--- config.mk ---
export PLATFORM = sky130hd
export DESIGN_NAME = mix_scheduler
export DESIGN_NICKNAME = d
export VERILOG_FILES = /design/src/rtl/mix_scheduler.sv
export SDC_FILE = /design/constraint.sdc
export NUM_CORES = 1
export LEC_CHECK = 0
export ABC_AREA = 1
export CAP_MARGIN = 20
export CELL_PAD_IN_SITES_DETAIL_PLACEMENT = 1
export CELL_PAD_IN_SITES_GLOBAL_PLACEMENT = 2
export CORE_UTILIZATION = 29
export DETAILED_ROUTE_END_ITERATION = 7
export PLACE_DENSITY = 0.9
export SLEW_MARGIN = 20
export SYNTH_ARGS = -nofsm -noshare
export SYNTH_HDL_FRONTEND = slang
export SYNTH_SLANG_ARGS = --single-unit
export TNS_END_PERCENT = 30
--- constraint.sdc ---
create_clock -name audio_clk -period 2.95 [get_ports audio_clk]
set_input_delay 0.885 -clock audio_clk [delete_from_list [all_inputs] [get_ports audio_clk]]
set_output_delay 0.885 -clock audio_clk [all_outputs]
set_load 0.02 [all_outputs]
--- src/rtl/mix_scheduler.sv ---
// mix_scheduler: fetches one backing-track word (plus an optional mic word), mixes them and pushes
// the result to both DAC FIFOs. Optional macro MIX_SATURATE_EN clamps the mix instead of wrapping.
module mix_scheduler #(
    parameter int TIMEOUT = 64,
    parameter int UCNT_W  = 16
) (
    input  logic              audio_clk,
    input  logic              reset_n,
    input  logic              play_in,
    input  logic              fifo_valid_in,
    input  logic [31:0]       fifo_data_in,
    output logic              fifo_ready_out,
    input  logic              adc_valid_in,
    input  logic [31:0]       adc_data_in,
    output logic              adc_ready_out,
    input  logic              dacL_ready_in,
    input  logic              dacR_ready_in,
    output logic              dacL_valid_out,
    output logic              dacR_valid_out,
    output logic [31:0]       dac_data_out,
    output logic [UCNT_W-1:0] underrun_cnt,
    output logic [1:0]        state_out
);
    localparam int TW = (TIMEOUT > 1) ? $clog2(TIMEOUT) : 1;

    typedef enum logic [1:0] {
        IDLE  = 2'd0,
        FETCH = 2'd1,
        MIX   = 2'd2,
        PUSH  = 2'd3
    } state_t;

    state_t            state_reg;
    logic [23:0]       hps_reg;
    logic [23:0]       adc_reg;
    logic              adc_have_reg;
    logic [TW-1:0]     tcount_reg;
    logic [1:0]        dac_valid_reg;
    logic [31:0]       dac_data_reg;
    logic [UCNT_W-1:0] underrun_reg;

    logic [1:0]  dac_ready;
    logic [1:0]  side_done;
    logic        fetch_en;
    logic        adc_fire;
    logic        timeout_hit;
    logic [23:0] adc_term;
    logic [24:0] mix_sum;
    logic [23:0] result24;
    logic        unused_low_bits;

    // Only the upper 24 bits of each word carry audio.
    assign unused_low_bits = ^{fifo_data_in[7:0], adc_data_in[7:0]};

    assign dac_ready = {dacR_ready_in, dacL_ready_in};

    genvar gi;
    generate
        for (gi = 0; gi < 2; gi++) begin : g_side
            assign side_done[gi] = !dac_valid_reg[gi] || dac_ready[gi];
        end
    endgenerate

    assign fetch_en    = (state_reg == FETCH) && play_in;
    assign adc_fire    = fetch_en && adc_valid_in && !adc_have_reg;
    assign timeout_hit = (tcount_reg == TW'(TIMEOUT - 1));

    assign fifo_ready_out = fetch_en;
    assign adc_ready_out  = fetch_en && !adc_have_reg;
    assign dacL_valid_out = dac_valid_reg[0];
    assign dacR_valid_out = dac_valid_reg[1];
    assign dac_data_out   = dac_data_reg;
    assign underrun_cnt   = underrun_reg;
    assign state_out      = state_reg;

    always_comb begin
        adc_term = adc_have_reg ? adc_reg : 24'd0;
        mix_sum  = {hps_reg[23], hps_reg} + {adc_term[23], adc_term};
`ifdef MIX_SATURATE_EN
        // Overflow of the 24-bit range shows up as disagreeing top two bits.
        if (mix_sum[24] != mix_sum[23])
            result24 = mix_sum[24] ? 24'h800000 : 24'h7FFFFF;
        else
            result24 = mix_sum[23:0];
`else
        result24 = mix_sum[23:0];
`endif
    end

    always_ff @(posedge audio_clk or negedge reset_n) begin
        if (!reset_n) begin
            state_reg     <= IDLE;
            hps_reg       <= '0;
            adc_reg       <= '0;
            adc_have_reg  <= 1'b0;
            tcount_reg    <= '0;
            dac_valid_reg <= 2'b00;
            dac_data_reg  <= '0;
            underrun_reg  <= '0;
        end else begin
            case (state_reg)
                IDLE: begin
                    if (play_in)
                        state_reg <= FETCH;
                end
                FETCH: begin
                    if (!play_in) begin
                        state_reg    <= IDLE;
                        adc_have_reg <= 1'b0;
                        tcount_reg   <= '0;
                    end else begin
                        if (adc_fire) begin
                            adc_reg      <= adc_data_in[31:8];
                            adc_have_reg <= 1'b1;
                        end
                        if (fifo_valid_in) begin
                            hps_reg   <= fifo_data_in[31:8];
                            state_reg <= MIX;
                        end else if (timeout_hit) begin
                            hps_reg   <= '0;
                            state_reg <= MIX;
                            if (underrun_reg != '1)
                                underrun_reg <= underrun_reg + 1'b1;
                        end else begin
                            tcount_reg <= tcount_reg + 1'b1;
                        end
                    end
                end
                MIX: begin
                    dac_data_reg  <= {result24, 8'h00};
                    dac_valid_reg <= 2'b11;
                    state_reg     <= PUSH;
                end
                PUSH: begin
                    dac_valid_reg <= dac_valid_reg & ~dac_ready;
                    // play_in is only consulted once the sample has fully left.
                    if (&side_done) begin
                        adc_have_reg <= 1'b0;
                        tcount_reg   <= '0;
                        state_reg    <= play_in ? FETCH : IDLE;
                    end
                end
                default: state_reg <= IDLE;
            endcase
        end
    end
endmodule
Word level (Yosys, flattened, before mapping)
Index checks and enable logic that the tools add are counted.
Storage, ports and cells
  bits in registers: 99
  logic and storage cells: 65
  output and inout bits: 54
  input bits: 71
Cells by class
  eq/ne operators: 11
  $add $sub $neg: 3
  reductions and logical operators: 20
  muxes and demuxes: 20
  bitwise logic cells: 3
Operators with widths (number)
  two-way mux 24 bit: 3
  adder 24 bit: 1
  two-way mux 6 bit: 4
  adder 16 x 1 -> 16 bit (second input constant): 1
  != test 16 bit (second input constant): 1
  one-hot mux 6 bit (2 select lines): 1
  AND reduction 3 bit: 4
  two-way mux 2 bit: 5
  != test 3 bit (second input constant): 3
  one-hot mux 2 bit (4 select lines): 1
  adder 6 x 1 -> 6 bit (second input constant): 1
  equality test 6 bit (second input constant): 1
  nonzero test 2 bit: 3
  AND reduction 5 bit: 1
  equality test 2 bit (second input constant): 2
  logical AND 1 bit: 4
  two-way mux 1 bit: 4
  != test 2 bit (second input constant): 2
  != test 4 bit (second input constant): 1
  one-hot mux 2 bit (2 select lines): 1
  AND reduction 4 bit: 1
  zero test 1 bit: 3
  AND 2 bit: 1
  equality test 2 x 1 -> 1 bit (second input constant): 1
  6 further kinds: 7

Depth between registers and ports, before layout
  depth after elaboration: 7
  mapped depth: 16
  depth with buffers taken out: 14

Worst setup path after synthesis
Ideal clock, no wire load.
  path kind: input -> output
  from: input play_in
  to: output fifo_ready_out
  cell stages on the path: 4
  setup slack: 581 ps
  buffers on the path: 2
  data arrival time: 1484 ps
  required time: 2065 ps
  path through: inv_2 -> nor2_2 -> buf_4 -> buf_2
Between the ends
  cells in the longest elaborated chain, start to end: 1
Ends and longest elaborated chain
  start: declaration: RTL line 9  | input logic play_in,
  logical AND 1 bit: RTL line 64  | assign fetch_en = (state_reg == FETCH) && play_in;
  end: declaration: RTL line 12  | output logic fifo_ready_out,
No other way between the ends.

Worst setup path after layout
Ends and elaborated chain as after synthesis.

==> run_results.csv <==
group,metric,value,unit
outcome,outcome,"finished clean",
final_layout,synthToLayoutAreaGrowth,26.34,%
floorplan,die_w,148.5,um
global_route,grt_use_total,17.03,%
cts,hold_buffers,0,
floorplan,start_util,29.61,%
sta,worst_slack,0.08603,ns
global_route,grt_pass1_vias,5781,
global_route,grt_max_degree,48,
floorplan,core_area,21020,sq um
flow_run,maxCapViolCount,0,
critical_path,cp_max_fo,4,
floorplan,io_pins,125,
yosys,synth-warning-count,0,
critical_path,cp.required,2.07,ns
floorplan,die_h,148.5,um
drt,first_pass_iters,4,
drt,drt_wl_total,17810,um
sta,slew_headroom,60.62,%
critical_path,crit_start,"play_in",
cts,clk_latency,0.35,ns
final_layout,seq_area,2477,sq um
sta,fmax,349.2,MHz
yosys,synth_edf_count,0,
critical_path,critPathCaptureType,"primary output",
yosys,synth_cells,837,
yosys,yosysSeqAreaShare,39.81,%
cts,post_cts_buffers,0,
critical_path,worst-path-buf-inv,3,
sta,skew,0.006591,ns
yosys,synth.most_common_cell,"nand2_1",
cts,clkTransAtPathRegs,0.07,ns
final_layout,nets,1039,
sta,tns,0,ns
critical_path,r2r_start,"adc_have_reg",
critical_path,rr_endpoint,"dac_data_out[24]",
sta,min_period,2.864,ns
sta,finalHoldViolations,0,
power_and_ir_drop,p_sw,2.810,mW
drt,via_count,5572,
worst_hold_path,hold_path_class,"in2async",
final_layout,fin_util,37.40,%
power_and_ir_drop,swShare,41.39,%
critical_path,arrival,1.98,ns
critical_path,reg2reg_slack,0.42,ns
drt,wire_per_inst,14.57,um
critical_path,cp-endpoint,"fifo_ready_out",
placement,dp_hpwl,13950,um
power_and_ir_drop,p_clk_share,18.7,%
cts,htreeDepth,3,
placement,placed_area,7550,sq um
power_and_ir_drop,seq_power_share,32.8,%
power_and_ir_drop,internal-power,3.979,mW
global_route,grt_overflow,0,
drt,drc,0,
power_and_ir_drop,p_per_area,863.5,nW/um^2
power_and_ir_drop,peakVddDrop,0.0003733,V
yosys,synth_area_leader_cell,"dfrtp_1",
drt,via_per_inst,4.560,
final_layout,instances_no_fill,1222,
floorplan,num_rows,53,
cts,cts.sinks,99,
critical_path,cp-start-kind,"input pin",
final_layout,n_fill_cell,2569,
critical_path,worst-path-stages,4,
drt,first_iter_violations,208,
yosys,synth_top_area_share,39.81,%
cts,cts_resized,2,
sta,min_period_over_period,97.08,%
power_and_ir_drop,leakagePower,4.170,nW
critical_path,critPathMaxStageDelay,0.49,ns
final_layout,design_area,7863,sq um
sta,tightest_slew,0.5906,ns
power_and_ir_drop,comb_power_share,48.5,%
global_route,grt_pass1_wl,29330,um
final_layout,diodes,0,
global_route,antenna_found_initial,0,
yosys,syn_avg_cell_area,7.435,sq um
placement,dp_slack,-0.2298,ns
placement,place_inst,1206,
yosys,netlist_area,6223,sq um
critical_path,cp_top_family,"buffers and inverters",
placement,place.port_buffers,100,
yosys,synth_top_cells_by_count,"nand2_1, inv_1, dfrtp_1, nand3_1, nor2_1",
sta,setup_violations,0,
cts,clockBufferDepth,2,
critical_path,cp_slowest_cell,"clkdlybuf4s50_1",
sta,rsz0062_at_grt,"false",
cts,cts-root-buf,"clkbuf_16",
placement,gp_congestion,0.7960,
critical_path,worstSetupPathType,"in2out",
yosys,synthFlopType,"dfrtp_1",
yosys,synth_cell_types,42,
yosys,ys_top_cells_by_area,"dfrtp_1, nand2_1, inv_1",
yosys,async_flop_share,100.0,%
drt,postRouteAntennaNets,0,
sta,drv_slew,0,
floorplan,die-area,22050,sq um
critical_path,r2r_cells,12,
final_layout,drive_above_1_share,7.392,%
yosys,synth_seq_cells,99,
final_layout,multi_input_area,3147,sq um
cts,numCtsBuffers,9,
critical_path,path_cells,"clkdlybuf4s50_1 > inv_2 > nor2_2 > dlygate4sd2_1",
cts,cts_tree,"done",
-- area by class of cell --
| type | count | area share, % |
|---|---|---|
| timing repair buffer | 112 | 13.97 |
| clock buffer | 13 | 3.437 |
| tap | 275 | 4.376 |
| sequential | 99 | 31.51 |
| clock inverter | 3 | 0.5729 |
| inverter | 128 | 6.111 |
| multi-input combinational | 592 | 40.02 |
-- power groups by stage --
| stage | combinational (mW) | clock, mW | sequential [mW] |
|---|---|---|---|
| global placement | 3.26 | 0 | 2.24 |
| CTS | 3.35 | 1.31 | 2.24 |
| floorplan | 2.06 | 0 | 2.34 |
| finish | 3.29 | 1.27 | 2.23 |
| detailed placement | 3.33 | 0 | 2.26 |
| global route | 3.70 | 1.35 | 2.30 |
-- metal layers --
layer	vias up	global-route usage, %	wire length [um]
met5	-	0	0
met4	0	4.742	298
met1	2674	21.48	8233
met3	20	3.681	700
met2	81	29.14	8575
li1	2797	-	-
-- per-stage QoR --
stage	hold slack (ns)	total power, mW
5_1_grt	0.4921	7.351
6_report	0.4539	6.789
3_5_place_dp	0.4673	5.589
4_1_cts	0.4733	6.896
3_3_place_gp	0.4561	5.503
2_1_floorplan	0.4483	4.406
-- layout by cell type (no fill, tap or decap), types with 6 or more instances in the layout --
cell / Yosys / final
clkbuf_16: 0 / 9
nand3_1: 79 / 79
nor3_1: 9 / 9
nand3b_1: 7 / 7
dfrtp_1: 99 / 99
buf_4: 9 / 12
a21oi_1: 16 / 16
conb_1: 1 / 8
clkdlybuf4s50_1: 0 / 97
xnor2_1: 12 / 12
ha_1: 25 / 25
nand2_1: 311 / 311
o21ai_0: 16 / 16
mux2_4: 18 / 18
mux2_2: 6 / 6
xor2_1: 10 / 10
nor2_1: 38 / 38
nand4_1: 9 / 9
inv_1: 125 / 125
-- worst min-delay path by stage --
| stage | start | to | slack, ns | cells after the start |
|---|---|---|---|---|
| 2_1_floorplan | hps_reg[0] | hps_reg[0] | 0.45 | 2 |
| 3_3_place_gp | dac_data_out[9] | dac_data_out[9] | 0.46 | 2 |
| 3_5_place_dp | dac_data_out[9] | dac_data_out[9] | 0.47 | 2 |
| 4_1_cts | reset_n | underrun_cnt[4] | 0.47 | 1 |
| 5_1_grt | reset_n | underrun_cnt[4] | 0.49 | 1 |
| 6_report | reset_n | underrun_cnt[4] | 0.45 | 1 |
-- cell families after synthesis --
group / share of synthesized area [%]
DFF: 39.81
muxes: 5.428
buffers and inverters: 10.05
and+or+nand+nor: 32.23
adders and majority gates: 5.348
xor gates and xnor gates: 3.096
other: 0.06026
AOI/OAI and AO/OA: 3.981
No activity file was read; power rests on OpenSTA's default activity.
